## src/rtl/rv32i_ctrl_pipe.sv

```systemverilog
// RV32I ID-stage control for a five-stage pipeline: decode into the ID/EX register,
// load-use / RAW hazard detection, EX-stage forwarding selects and saturating perf counters.
module rv32i_ctrl_pipe #(
  parameter int unsigned FWD_EN = 1,
  parameter int unsigned CNT_W  = 16
) (
  input  logic             clk,
  input  logic             rst_n,
  input  logic [31:0]      instr_d,
  input  logic             valid_d,
  input  logic             ex_pc_src,
  input  logic [4:0]       mem_rd,
  input  logic [4:0]       wb_rd,
  input  logic             mem_reg_write,
  input  logic             wb_reg_write,
  output logic             ex_valid,
  output logic             ex_reg_write,
  output logic             ex_mem_write,
  output logic             ex_alu_src,
  output logic             ex_alu_a_pc,
  output logic             ex_branch,
  output logic             ex_jump,
  output logic             ex_jalr,
  output logic [1:0]       ex_result_src,
  output logic [3:0]       ex_alu_ctrl,
  output logic [2:0]       ex_imm_src,
  output logic [2:0]       ex_funct3,
  output logic [4:0]       ex_rs1,
  output logic [4:0]       ex_rs2,
  output logic [4:0]       ex_rd,
  output logic             stall_f,
  output logic             stall_d,
  output logic             flush_d,
  output logic [1:0]       fwd_a_e,
  output logic [1:0]       fwd_b_e,
  output logic [CNT_W-1:0] stall_cnt,
  output logic [CNT_W-1:0] flush_cnt,
  output logic [CNT_W-1:0] illegal_cnt
);

  localparam logic [6:0] OP_R      = 7'b0110011;
  localparam logic [6:0] OP_I      = 7'b0010011;
  localparam logic [6:0] OP_LOAD   = 7'b0000011;
  localparam logic [6:0] OP_STORE  = 7'b0100011;
  localparam logic [6:0] OP_BRANCH = 7'b1100011;
  localparam logic [6:0] OP_LUI    = 7'b0110111;
  localparam logic [6:0] OP_AUIPC  = 7'b0010111;
  localparam logic [6:0] OP_JAL    = 7'b1101111;
  localparam logic [6:0] OP_JALR   = 7'b1100111;

  localparam logic [3:0] ALU_ADD = 4'b0000;
  localparam logic [3:0] ALU_SUB = 4'b0001;
  localparam logic [3:0] ALU_AND = 4'b0010;
  localparam logic [3:0] ALU_OR  = 4'b0011;
  localparam logic [3:0] ALU_XOR = 4'b0100;
  localparam logic [3:0] ALU_SLL = 4'b0101;
  localparam logic [3:0] ALU_SRL = 4'b0110;
  localparam logic [3:0] ALU_SRA = 4'b0111;
  localparam logic [3:0] ALU_SLT = 4'b1000;
  localparam logic [3:0] ALU_SLU = 4'b1001;
  localparam logic [3:0] ALU_PSB = 4'b1010;
  localparam logic [3:0] ALU_ILL = 4'b1111;

  localparam logic [2:0] IMM_I = 3'b000;
  localparam logic [2:0] IMM_S = 3'b001;
  localparam logic [2:0] IMM_B = 3'b010;
  localparam logic [2:0] IMM_U = 3'b011;
  localparam logic [2:0] IMM_J = 3'b100;

  localparam logic [6:0] F7_ZERO = 7'b0000000;
  localparam logic [6:0] F7_ALT  = 7'b0100000;

  typedef struct packed {
    logic       valid;
    logic       reg_write;
    logic       mem_write;
    logic       alu_src;
    logic       alu_a_pc;
    logic       branch;
    logic       jump;
    logic       jalr;
    logic [1:0] result_src;
    logic [3:0] alu_ctrl;
    logic [2:0] imm_src;
    logic [2:0] funct3;
    logic [4:0] rs1;
    logic [4:0] rs2;
    logic [4:0] rd;
  } ctrl_t;

  function automatic logic [3:0] alu_map(input logic [2:0] f3, input logic alt);
    logic [3:0] op;
    case (f3)
      3'b000:  op = alt ? ALU_SUB : ALU_ADD;
      3'b001:  op = ALU_SLL;
      3'b010:  op = ALU_SLT;
      3'b011:  op = ALU_SLU;
      3'b100:  op = ALU_XOR;
      3'b101:  op = alt ? ALU_SRA : ALU_SRL;
      3'b110:  op = ALU_OR;
      default: op = ALU_AND;
    endcase
    return op;
  endfunction

  logic [6:0] opcode;
  logic [2:0] f3;
  logic [6:0] f7;
  logic [4:0] rs1_d, rs2_d;
  logic       use_rs1, use_rs2, illegal;
  ctrl_t      dec, ex_d, ex_q;
  logic       load_use, raw_any, hazard, stall_c;
  logic [CNT_W-1:0] stall_cnt_d, stall_cnt_q, flush_cnt_d, flush_cnt_q, ill_cnt_d, ill_cnt_q;

  assign opcode = instr_d[6:0];
  assign f3     = instr_d[14:12];
  assign f7     = instr_d[31:25];
  assign rs1_d  = instr_d[19:15];
  assign rs2_d  = instr_d[24:20];

  // Main decoder: control word plus which source fields are architecturally read
  always_comb begin
    dec     = '0;
    use_rs1 = 1'b0;
    use_rs2 = 1'b0;
    illegal = 1'b0;
    case (opcode)
      OP_R: begin
        use_rs1 = 1'b1;
        use_rs2 = 1'b1;
        dec.reg_write = 1'b1;
        dec.alu_ctrl  = alu_map(f3, instr_d[30]);
        illegal = !((f7 == F7_ZERO) || ((f7 == F7_ALT) && ((f3 == 3'b000) || (f3 == 3'b101))));
      end
      OP_I: begin
        use_rs1 = 1'b1;
        dec.reg_write = 1'b1;
        dec.alu_src   = 1'b1;
        dec.imm_src   = IMM_I;
        if (f3 == 3'b001) begin
          dec.alu_ctrl = ALU_SLL;
          illegal = (f7 != F7_ZERO);
        end else if (f3 == 3'b101) begin
          dec.alu_ctrl = instr_d[30] ? ALU_SRA : ALU_SRL;
          illegal = (f7 != F7_ZERO) && (f7 != F7_ALT);
        end else begin
          dec.alu_ctrl = alu_map(f3, 1'b0);
        end
      end
      OP_LOAD: begin
        use_rs1 = 1'b1;
        dec.reg_write  = 1'b1;
        dec.alu_src    = 1'b1;
        dec.result_src = 2'b01;
        dec.imm_src    = IMM_I;
        dec.alu_ctrl   = ALU_ADD;
        illegal = (f3 == 3'b011) || (f3 == 3'b110) || (f3 == 3'b111);
      end
      OP_STORE: begin
        use_rs1 = 1'b1;
        use_rs2 = 1'b1;
        dec.mem_write = 1'b1;
        dec.alu_src   = 1'b1;
        dec.imm_src   = IMM_S;
        dec.alu_ctrl  = ALU_ADD;
        illegal = (f3 > 3'b010);
      end
      OP_BRANCH: begin
        use_rs1 = 1'b1;
        use_rs2 = 1'b1;
        dec.branch   = 1'b1;
        dec.imm_src  = IMM_B;
        dec.alu_ctrl = ALU_SUB;
        illegal = (f3 == 3'b010) || (f3 == 3'b011);
      end
      OP_LUI: begin
        dec.reg_write = 1'b1;
        dec.alu_src   = 1'b1;
        dec.imm_src   = IMM_U;
        dec.alu_ctrl  = ALU_PSB;
      end
      OP_AUIPC: begin
        dec.reg_write = 1'b1;
        dec.alu_src   = 1'b1;
        dec.alu_a_pc  = 1'b1;
        dec.imm_src   = IMM_U;
        dec.alu_ctrl  = ALU_ADD;
      end
      OP_JAL: begin
        dec.reg_write  = 1'b1;
        dec.jump       = 1'b1;
        dec.result_src = 2'b10;
        dec.imm_src    = IMM_J;
      end
      OP_JALR: begin
        use_rs1 = 1'b1;
        dec.reg_write  = 1'b1;
        dec.alu_src    = 1'b1;
        dec.jump       = 1'b1;
        dec.jalr       = 1'b1;
        dec.result_src = 2'b10;
        dec.imm_src    = IMM_I;
        dec.alu_ctrl   = ALU_ADD;
        illegal = (f3 != 3'b000);
      end
      default: illegal = 1'b1;
    endcase
    dec.valid  = 1'b1;
    dec.funct3 = f3;
    dec.rs1    = use_rs1 ? rs1_d : 5'd0;
    dec.rs2    = use_rs2 ? rs2_d : 5'd0;
    dec.rd     = dec.reg_write ? instr_d[11:7] : 5'd0;
  end

  // Hazard detection; x0 and unused fields are excluded via the zeroed rs fields
  always_comb begin
    load_use = ex_q.valid && (ex_q.result_src == 2'b01) && (ex_q.rd != 5'd0) &&
               (((dec.rs1 != 5'd0) && (dec.rs1 == ex_q.rd)) ||
                ((dec.rs2 != 5'd0) && (dec.rs2 == ex_q.rd)));
    raw_any  = 1'b0;
    if (FWD_EN == 0) begin
      if (ex_q.valid && ex_q.reg_write && (ex_q.rd != 5'd0) &&
          ((dec.rs1 == ex_q.rd) || (dec.rs2 == ex_q.rd)))
        raw_any = 1'b1;
      if (mem_reg_write && (mem_rd != 5'd0) && ((dec.rs1 == mem_rd) || (dec.rs2 == mem_rd)))
        raw_any = 1'b1;
      if (wb_reg_write && (wb_rd != 5'd0) && ((dec.rs1 == wb_rd) || (dec.rs2 == wb_rd)))
        raw_any = 1'b1;
    end
    hazard  = valid_d && (load_use || raw_any);
    stall_c = hazard && !ex_pc_src;
  end

  assign stall_f = stall_c;
  assign stall_d = stall_c;
  assign flush_d = ex_pc_src;

  // ID/EX next value: bubble on stall, flush or empty slot; illegal carries a marker opcode
  always_comb begin
    ex_d = dec;
    if (!valid_d || stall_c || ex_pc_src) begin
      ex_d = '0;
    end else if (illegal) begin
      ex_d = '0;
      ex_d.alu_ctrl = ALU_ILL;
    end
  end

  always_comb begin
    fwd_a_e = 2'b00;
    fwd_b_e = 2'b00;
    if ((FWD_EN != 0) && ex_q.valid) begin
      if (ex_q.rs1 != 5'd0) begin
        if (mem_reg_write && (mem_rd == ex_q.rs1))    fwd_a_e = 2'b10;
        else if (wb_reg_write && (wb_rd == ex_q.rs1)) fwd_a_e = 2'b01;
      end
      if (ex_q.rs2 != 5'd0) begin
        if (mem_reg_write && (mem_rd == ex_q.rs2))    fwd_b_e = 2'b10;
        else if (wb_reg_write && (wb_rd == ex_q.rs2)) fwd_b_e = 2'b01;
      end
    end
  end

  // Saturating performance counters
  always_comb begin
    stall_cnt_d = stall_cnt_q;
    flush_cnt_d = flush_cnt_q;
    ill_cnt_d   = ill_cnt_q;
    if (stall_c && !(&stall_cnt_q))  stall_cnt_d = stall_cnt_q + CNT_W'(1);
    if (ex_pc_src && !(&flush_cnt_q)) flush_cnt_d = flush_cnt_q + CNT_W'(1);
    if (valid_d && illegal && !stall_c && !ex_pc_src && !(&ill_cnt_q))
      ill_cnt_d = ill_cnt_q + CNT_W'(1);
  end

  always_ff @(posedge clk or negedge rst_n) begin
    if (!rst_n) begin
      ex_q        <= '0;
      stall_cnt_q <= '0;
      flush_cnt_q <= '0;
      ill_cnt_q   <= '0;
    end else begin
      ex_q        <= ex_d;
      stall_cnt_q <= stall_cnt_d;
      flush_cnt_q <= flush_cnt_d;
      ill_cnt_q   <= ill_cnt_d;
    end
  end

  assign ex_valid      = ex_q.valid;
  assign ex_reg_write  = ex_q.reg_write;
  assign ex_mem_write  = ex_q.mem_write;
  assign ex_alu_src    = ex_q.alu_src;
  assign ex_alu_a_pc   = ex_q.alu_a_pc;
  assign ex_branch     = ex_q.branch;
  assign ex_jump       = ex_q.jump;
  assign ex_jalr       = ex_q.jalr;
  assign ex_result_src = ex_q.result_src;
  assign ex_alu_ctrl   = ex_q.alu_ctrl;
  assign ex_imm_src    = ex_q.imm_src;
  assign ex_funct3     = ex_q.funct3;
  assign ex_rs1        = ex_q.rs1;
  assign ex_rs2        = ex_q.rs2;
  assign ex_rd         = ex_q.rd;
  assign stall_cnt     = stall_cnt_q;
  assign flush_cnt     = flush_cnt_q;
  assign illegal_cnt   = ill_cnt_q;

endmodule
```

## config.mk

```make
export PLATFORM = sky130hd
export DESIGN_NAME = rv32i_ctrl_pipe
export DESIGN_NICKNAME = d
export VERILOG_FILES = /design/src/rtl/rv32i_ctrl_pipe.sv
export SDC_FILE = /design/constraint.sdc
export NUM_CORES = 1
export LEC_CHECK = 0
export CORE_MARGIN = 2
export CORE_UTILIZATION = 30
export DETAILED_ROUTE_END_ITERATION = 16
export DONT_BUFFER_PORTS = 1
export SLEW_MARGIN = 15
export SYNTH_ARGS = -nofsm -noshare
export SYNTH_HDL_FRONTEND = slang
export SYNTH_SLANG_ARGS = --single-unit
```

## constraint.sdc

```tcl
create_clock -name clk -period 7.3 [get_ports clk]
set_clock_uncertainty 0.15 [all_clocks]
set_input_delay 1.46 -clock clk [delete_from_list [all_inputs] [get_ports clk]]
set_output_delay 1.46 -clock clk [all_outputs]
set_load 0.02 [all_outputs]
```

# Yosys cells after proc, flatten, opt, wreduce, memory -nomap -nowiden
# Index checks and enable logic that the tools add are counted.
# op_classes
eq_ne,25
muxes,34
add_sub_neg,3
order_cmp,1
reduce_logical,53
# op_table
cell,count
$mux W35,2
$add A16 B1 Y16 const B,3
$reduce_and A16 Y1,3
$eq A5 B5 Y1,6
$eq A7 B6 Y1 const B,4
$pmux W4 S7,1
$reduce_bool A5 Y1,5
$eq A7 B7 Y1 const B,3
$pmux W4 S5,1
$logic_and A1 B1 Y1,19
$pmux W4 S4,1
$mux W1,15
$mux W5,3
$eq A7 B5 Y1 const B,2
$eq A3 B3 Y1 const B,4
$mux W2,6
$pmux W3 S4,1
$reduce_or A6 Y1,2
$logic_or A1 B1 Y1,8
$mux W4,2
$eq A7 B2 Y1 const B,1
$logic_not A1 Y1,7
$logic_not A7 Y1,1
$ne A7 B6 Y1 const B,1
12 further kinds,15
# word_totals
regBits,83
in_bits,48

# Longest topological paths before layout
# Gate-level depths: netlist (run 1).
# depth
depth_word,14
mapped_depth,10
depth_no_buf,8

# Worst setup path after synthesis (run 1)
# Ideal clock, no wire load.
# synth_path
path_kind,input-to-output
start,input instr_d[2]
end,output stall_f
path_buffers,2
t_required_ns,5.690
stages,7
slack_ns,2.749
arrival_ns,2.941
cell_sequence,buf_2 -> and4bb_2 -> nand3_1 -> xor2_1 -> a41oi_2 -> inv_1 -> buf_4
# synth_between
elab_chain_len,10
elab_cells_between_ends,22
# synth_lines
element,line,text
from (decl),9,"input logic [31:0] instr_d,"
"$eq A7 B7 Y1, or another cell as far along",127,case (opcode)
$reduce_or A6 Y1 (no line) or $reduce_or A3 Y1 (tied branches),-,
$mux W1,127,
$mux W5 (on tied branches),"210, 211",
"$eq A5 B5 Y1, or another cell as far along",218,(((dec.rs1 != 5'd0) && (dec.rs1 == ex_q.rd)) ||
$logic_and A1 B1 Y1 (on tied branches),"218, 219",
$logic_or A1 B1 Y1 (*),218,
$logic_and A1 B1 Y1 (*),217,load_use = ex_q.valid && (ex_q.result_src == 2'b01) && (ex_q.rd != 5'd0) &&
$logic_and A1 B1 Y1 (*),230,hazard = valid_d && (load_use || raw_any);
$logic_and A1 B1 Y1 (*),231,stall_c = hazard && !ex_pc_src;
to (decl),31,"output logic stall_f,"
# Every way passes the cells marked *; elsewhere a longest branch is shown, timed or not.

# Worst setup path in the final report (run 1)
# layout_path
start,input instr_d[5]
end,output stall_d
# layout_between
elab_chain_len,10
elab_cells_between_ends,22
# layout_lines
element,line,text
"$eq A7 B7 Y1, or another cell as far along",127,
$reduce_or A6 Y1 (no line) or $reduce_or A3 Y1 (tied branches),-,
$mux W1,127,
$mux W5 (on tied branches),"210, 211",
"$eq A5 B5 Y1, or another cell as far along",218,
$logic_and A1 B1 Y1 (on tied branches),"218, 219",
$logic_or A1 B1 Y1 (*),218,
$logic_and A1 B1 Y1 (*),217,
$logic_and A1 B1 Y1 (*),230,
$logic_and A1 B1 Y1 (*),231,
to (decl),32,"output logic stall_d,"
# Marks and branches as above.

==> results by group, run 1 <==
Worst setup path
  • CP Depth: 5
  • Crit path capture type: output pin
  • Crit path max-delay family: compound AO/OA/AOI/OAI gates
  • Startpoint types: input port
  • CP Data Arrival Time: 3030 ps
  • Worst reg2reg setup slack: 4030 ps
  • Required @ worst endpoint: 5690 ps
  • Critical path cell sequence: a21boi_0 > nand3_1 > xor2_1 > a41oi_2 > inv_1
  • CP bufs+invs: 1
  • Worst R2R Path Depth: 8
  • Reg2Reg Capture Point: ex_rs1[1]$_DFF_PN0_
  • Setup crit start: instr_d[5]
  • Max incr delay on CP: 450 ps
  • Critical path fanouts, max: 12
  • R2r startpoint: ex_jump$_DFF_PN0_
  • CP max stage cell: a41oi_2
  • Kind of critical path: in2out

Clocking
  • Setup repair bufs after CTS: 0
  • Clk buf depth: 2
  • Clk_lat worst skew: 340 ps
  • Root buf cell: clkbuf_16
  • Num CTS Buffers: 9
  • Clock Sinks: 82
  • CTS HTree Levels: 3
  • Clock-pin slew of the registers on the worst-case setup and hold paths: 60 ps
  • Post-CTS sizing: 0
  • Cts hold-fix bufs: 0
  • CTS tree: built

Final layout
  • Nets: 456
  • Ant diodes: 0
  • Finished Core Util: 33.6%
  • Area grow syn2layout: 10.3%
  • Layout cells sized above 1: 6.10%
  • Number of fill cells: 1398

Min path
  • Hold Crit Depth: 1
  • HP Start: flush_cnt[6]$_DFFE_PN0P_
  • Hold Crit Class: reg2reg
  • Worst hold endpoint: flush_cnt[6]$_DFFE_PN0P_

Pwr
  • Clock power frac: 40.0%
  • Switching share of power: 28.1%
  • Peak VDD IR: 115 uV
  • Net Switching: 0.311 mW
  • Power Density: 240 nW/um^2
  • Leak: 1.99 nW
  • Cell internal pwr: 0.796 mW
  • Seq pwr share: 51.9%
  • Logic pwr share: 8.1%

Logic synthesis
  • Post-Syn Instances: 409
  • Largest area contributor in the netlist: dfrtp_1
  • Share of the synthesized area in the top cell type: 49.1%
  • Yosys reg bits: 82
  • Post-synthesis net count: 460
  • Post-synth cell types: 49
  • Main flop type after synthesis: dfrtp_1
  • Post-synth ARST share: 100%
  • EDFF count, synth: 0
  • Synthesized cell area: 4180 sq um
  • Seq/Total Area, Yosys: 49.1%
  • YS warnings: 0
  • Mapped Avg Cell Area: 10.2 sq um
  • Top cells by area, synth: dfrtp_1, xnor2_1, xor2_1

Detailed routing
  • DRT Pass-1 Iters: 4
  • Total Wirelength: 10800 um
  • Vias: 3084
  • Drc violations: 0
  • Via density: 5.23
  • Antenna Nets Post-Route: 0
  • Starting DRC count in detailed routing: 169
  • Routed WL per cell: 18.4 um

Timing
  • Final Hold Fails: 0
  • Slew Viols, Final: 0
  • Crit path time final: 4640 ps
  • Sum Neg Setup Slack: 0 ps
  • Max_slew headroom: 40.2%
  • Final worst slack: 2660 ps
  • F_max: 216 MHz
  • Least-Margin Pin Slew: 889 ps
  • Unrepaired setup endpoints after global routing: false
  • Fin crit share: 63.5%
  • Endpoints failing setup: 0

Global routing
  • Pin count of the biggest net entering global routing: 83
  • Grt total ovfl: 0
  • Number of global-route vias before repair: 3091
  • Initial antenna violation count: 0
  • Gr usage total: 14.7%
  • First-pass GRT wire length: 16700 um

Die
  • Die area: 14900 sq um
  • Die W: 122 um
  • Total I/O pin count: 138
  • Num rows: 43
  • Die height: 122 um
  • Starting Density: 30.4%
  • CORE AREA: 13700 sq um

Outcome
  • Status: complete, no violations

Placed design
  • Dpl ws: 2600 ps
  • Gpl congestion: 0.841
  • Buffers on Ports: 0
  • Dpl hpwl: 8200 um

Flow run
  • Max Cap Violations: 0
## worst max path at each step
| stage | slack, ps | endpoint |
|---|---|---|
| finish | 2660 | stall_d |
| global route | 2420 | stall_d |
| CTS | 2590 | stall_f |
| detailed placement | 2600 | stall_f |
| global placement | 2680 | stall_d |
| floorplan | 2750 | stall_f |
## cell usage in the layout (no fill, tap or decap), types with 5 or more instances in the layout
| cell | netlist | layout |
|---|---|---|
| dfrtp_1 | 82 | 82 |
| xnor2_1 | 53 | 53 |
| nand2_1 | 33 | 33 |
| nor2_1 | 31 | 31 |
| and3_1 | 23 | 23 |
| nand4_1 | 22 | 22 |
| nand3_1 | 19 | 19 |
| xor2_1 | 18 | 18 |
| inv_1 | 10 | 10 |
| a21oi_1 | 9 | 9 |
| clkbuf_16 | 0 | 9 |
| and2_1 | 8 | 8 |
| nor3_1 | 7 | 7 |
| nor4_1 | 7 | 7 |
| o21ai_0 | 6 | 6 |
| nand2b_1 | 5 | 5 |
| o211ai_1 | 5 | 5 |
| a31oi_1 | 5 | 5 |
| and4_1 | 5 | 5 |
## through the flow
step | cell area [sq um] | total power [mW] | hold WS (ps) | std cells
after floorplan | 4180 | 0.651 | 439 | 409
after global placement | 4320 | 0.667 | 466 | 574
after detailed placement | 4320 | 0.675 | 471 | 574
after CTS | 4610 | 1.13 | 484 | 590
after global routing | 4610 | 1.16 | 508 | 590
final | 4610 | 1.11 | 480 | 590
## logic make-up (layout without fill, tap and decap cells)
| group | after synthesis | count (layout) | synth area share, % |
|---|---|---|---|
| AO/OA/AOI/OAI | 40 | 40 | 6.74 |
| XOR/XNOR | 71 | 71 | 14.9 |
| AND/OR/NAND/NOR | 184 | 184 | 24.5 |
| multiplexers | 3 | 3 | 0.809 |
| flip-flops | 82 | 82 | 49.1 |
| buffers and inverters | 26 | 27 | 3.06 |
| adder cells (fa/ha/maj) | 3 | 3 | 0.899 |
## Yosys cell counts (all sizes together) (7+ instances only)
cell	count
xor2	18
nand2	33
a21oi	9
nand4	22
nand3	19
inv	10
and3	23
dfrtp	82
xnor2	53
nor2	31
nor4	8
buf	10
nor3	7
and2	8
## worst register-to-register path, stage by stage, from the launching register on
cell      delay [ps]
dfrtp_1          520
nand3b_1         280
a211oi_1         300
nor4b_1          380
a41oi_2          170
nand3_1          550
inv_1            360
and3_1           300
and2_1           150
## flip-flops by register name, indices dropped and copies added, names as in the netlist
name           cells
flush_cnt         16
ex_rd              5
ex_branch          1
ex_alu_src         1
ex_alu_a_pc        1
ex_mem_write       1
illegal_cnt       16
ex_alu_ctrl        4
ex_valid           1
ex_jalr            1
ex_imm_src         3
ex_reg_write       1
ex_jump            1
ex_rs1             5
stall_cnt         16
ex_result_src      1
ex_rs2             5
ex_funct3          3
## cell type report
class | count | area (sq um) | area share, %
inverters | 10 | 37.5 | 0.815
flip-flops and latches | 82 | 2050 | 44.6
multi-input cells | 301 | 2000 | 43.3
repair buffers | 1 | 7.51 | 0.163
well taps | 180 | 225 | 4.89
clock buffers | 11 | 233 | 5.05
clock inverters | 5 | 55.1 | 1.20
## layer usage
metal  wire length (um)  GRT usage [%]  vias up
met1               4340           17.3     1505
met3               1090           6.37       14
li1                   -              -     1438
met4                182           4.89        0
met2               5220           24.1      127
met5                  0              0        -
## power groups by stage
stage / Combinational (mW) / Clock [mW] / Sequential [mW]
2_1_floorplan: 0.0799 / 0 / 0.571
3_3_place_gp: 0.0858 / 0 / 0.581
3_5_place_dp: 0.0915 / 0 / 0.583
4_1_cts: 0.0913 / 0.461 / 0.576
5_1_grt: 0.104 / 0.476 / 0.582
6_report: 0.0893 / 0.443 / 0.574
No activity file was read; power rests on OpenSTA's default activity.
==> inputs of run 2 (changes only) <==
==> constraint.sdc (replaced) <==
create_clock -name clk -period 3.9 [get_ports clk]
set_clock_uncertainty 0.15 [all_clocks]
set_input_delay 0.78 -clock clk [delete_from_list [all_inputs] [get_ports clk]]
set_output_delay 0.78 -clock clk [all_outputs]
set_load 0.02 [all_outputs]
==> run 2 against run 1 <==
Compared with the run above: combinational power is 100% higher; setup slack worse by 2100 ps; count of clock-buffer cells in the layout is 2 lower; worst hold slack worse by 310 ps; register-to-register slack worse by 2900 ps; die area stayed put.
==> results by group, run 2 (synthesized netlist as in run 1, its figures left out) <==
Die
  • Die area: 14900 sq um (unchanged)
  • Num rows: 43 (unchanged)
  • Die W: 122 um (unchanged)
  • Starting Density: 30.4% (unchanged)
  • Total I/O pin count: 138 (unchanged)
  • CORE AREA: 13700 sq um (unchanged)
  • Die height: 122 um (unchanged)

Final layout
  • Most common cell after layout, fill and taps aside: dfrtp_1
  • Layout cells sized above 1: 7.71% (+1.6 points)
  • Area grow syn2layout: 12.0%
  • Nets: 461 (+1.1%)
  • Final Instance Count excl. Fillers: 595 (+0.85%)
  • Ant diodes: 0 (unchanged)
  • Finished Cell Area: 4680 sq um (+1.6%)
  • Number of fill cells: 1406 (+0.57%)
  • Most frequent cells in the layout: dfrtp_1, xnor2_1, nand2_1

Detailed routing
  • Vias: 3132 (+1.6%)
  • Drc violations: 0 (unchanged)
  • Routed WL per cell: 18.1 um (-1.2%)
  • Via density: 5.26 (+0.70%)
  • DRT Pass-1 Iters: 4 (unchanged)
  • Starting DRC count in detailed routing: 191 (+13%)
  • Total Wirelength: 10800 um (-0.38%)
  • Antenna Nets Post-Route: 0 (unchanged)

Global routing
  • Most used routing layer: met2
  • Number of global-route vias before repair: 3061 (-0.97%)
  • Initial antenna violation count: 0 (unchanged)
  • First-pass GRT wire length: 16400 um (-1.5%)
  • GR Layer Usage met1: 17.2% (-0.18 points)
  • Pin count of the biggest net entering global routing: 83 (unchanged)
  • Gr usage total: 14.5% (-0.23 points)
  • GR Util met3: 5.29% (-1.1 points)
  • Grt total ovfl: 0 (unchanged)
  • Met2 Use GR: 23.5% (-0.56 points)

Placed design
  • Area after DPL: 4350 sq um (+0.70%)
  • Gpl congestion: 0.839 (-0.24%)
  • Dpl cells: 578 (+0.70%)
  • Dpl hpwl: 8070 um (-1.6%)
  • Buffers on Ports: 0 (unchanged)

Clocking
  • CTS tree: built
  • Num CTS Buffers: 9 (unchanged)
  • Root buf cell: clkbuf_16
  • Cts hold-fix bufs: 1 (+1)
  • Clock Sinks: 82 (unchanged)
  • Post-CTS sizing: 0 (unchanged)
  • Clk buf depth: 2 (unchanged)
  • Clk_lat worst skew: 350 ps (about the same)
  • Clock-pin slew of the registers on the worst-case setup and hold paths: 60 ps (about the same)
  • Setup repair bufs after CTS: 0 (unchanged)
  • CTS HTree Levels: 3 (unchanged)

Timing
  • Fin crit share: 84.7%
  • Sum Neg Setup Slack: 0 ps (unchanged)
  • Slew Viols, Final: 0 (unchanged)
  • Endpoints failing setup: 0 (unchanged)
  • Least-Margin Pin Slew: 785 ps (-104 ps)
  • Max_slew headroom: 47.2% (+7.0 points)
  • Unrepaired setup endpoints after global routing: false
  • F_max: 303 MHz
  • Crit path time final: 3300 ps
  • Final Hold Fails: 0 (unchanged)

Worst setup path
  • Crit path capture type: output pin
  • Worst reg2reg setup slack: 1140 ps (-2890 ps)
  • Kind of critical path: in2out
  • Required @ worst endpoint: 2970 ps (-2720 ps)
  • CP Data Arrival Time: 2370 ps (-660 ps)
  • Critical path fanouts, max: 12 (unchanged)
  • Worst R2R Path Depth: 6 (-2)
  • R2r startpoint: ex_rd[2]$_DFF_PN0_
  • Reg2Reg Capture Point: illegal_cnt[1]$_DFFE_PN0P_
  • Startpoint types: input port

Outcome
  • Status: complete, no violations

Min path
  • Hold Crit Class: in2async

Pwr
  • Peak VDD IR: 212 uV (+84%)
  • Leak: 2.03 nW (+2.2%)
  • Power Density: 456 nW/um^2 (+90%)

Flow run
  • Max Cap Violations: 0 (unchanged)
run 2: cell types whose count changed in the layout (fill, tap and decap cells not counted), sizes merged:
cell      previous run  this run
clkbuf              11         9
buf                  1         6
clkinvlp             2         1
clkinv               2         3
inv                 10        12
run 2: cell type report:
class / instances / area, sq um / share of cell area, %
Clock buffer: 9 / 225 / 4.81
Clock inverter: 7 / 77.6 / 1.66
Inverter: 10 / 37.5 / 0.802
Multi-Input combinational cell: 301 / 2000 / 42.7
Sequential cell: 82 / 2050 / 43.9
Tap cell: 180 / 225 / 4.81
Timing Repair Buffer: 6 / 65.1 / 1.39
run 2: how the worst max path moves through the flow:
stage | startpoint | to | slack (ps) | depth (start not counted)
6_report | instr_d[5] | stall_f | 600 | 5
5_1_grt | instr_d[5] | stall_d | 400 | 5
3_3_place_gp | instr_d[4] | illegal_cnt[1]$_DFFE_PN0P_ | 590 | 7
4_1_cts | instr_d[5] | stall_f | 530 | 5
2_1_floorplan | instr_d[2] | stall_f | 710 | 7
3_5_place_dp | instr_d[5] | illegal_cnt[1]$_DFFE_PN0P_ | 500 | 6
run 2: metrics by stage:
step	power (mW)	setup WS [ps]	hold slack [ps]	util [%]
after floorplan	1.22	709	334	-
after global placement	1.25	590	336	31.7
after detailed placement	1.26	497	336	31.7
after CTS	2.16	532	199	34.1
after global routing	2.24	401	197	34.1
final	2.13	597	173	34.1
run 2: metal layers:
layer	vias to the layer above	part of all wire [%]	routed length, um
met1	1531	42	4520
met5	-	0	0
met2	137	46	5010
met4	0	2.0	220
li1	1448	-	-
met3	16	9.6	1040
run 2: power breakdown:
group	switching, mW	total (mW)	internal, mW
Clock	0.369	0.871	0.501
Sequential	0.169	1.08	0.911
Combinational	0.0959	0.182	0.0865
Total	0.634	2.13	1.50
run 2: worst max-delay path, cell delays in order:
cell      delay [ps]
a21boi_0         400
nand3_1          190
xor2_1           180
a41oi_2          490
inv_1            320
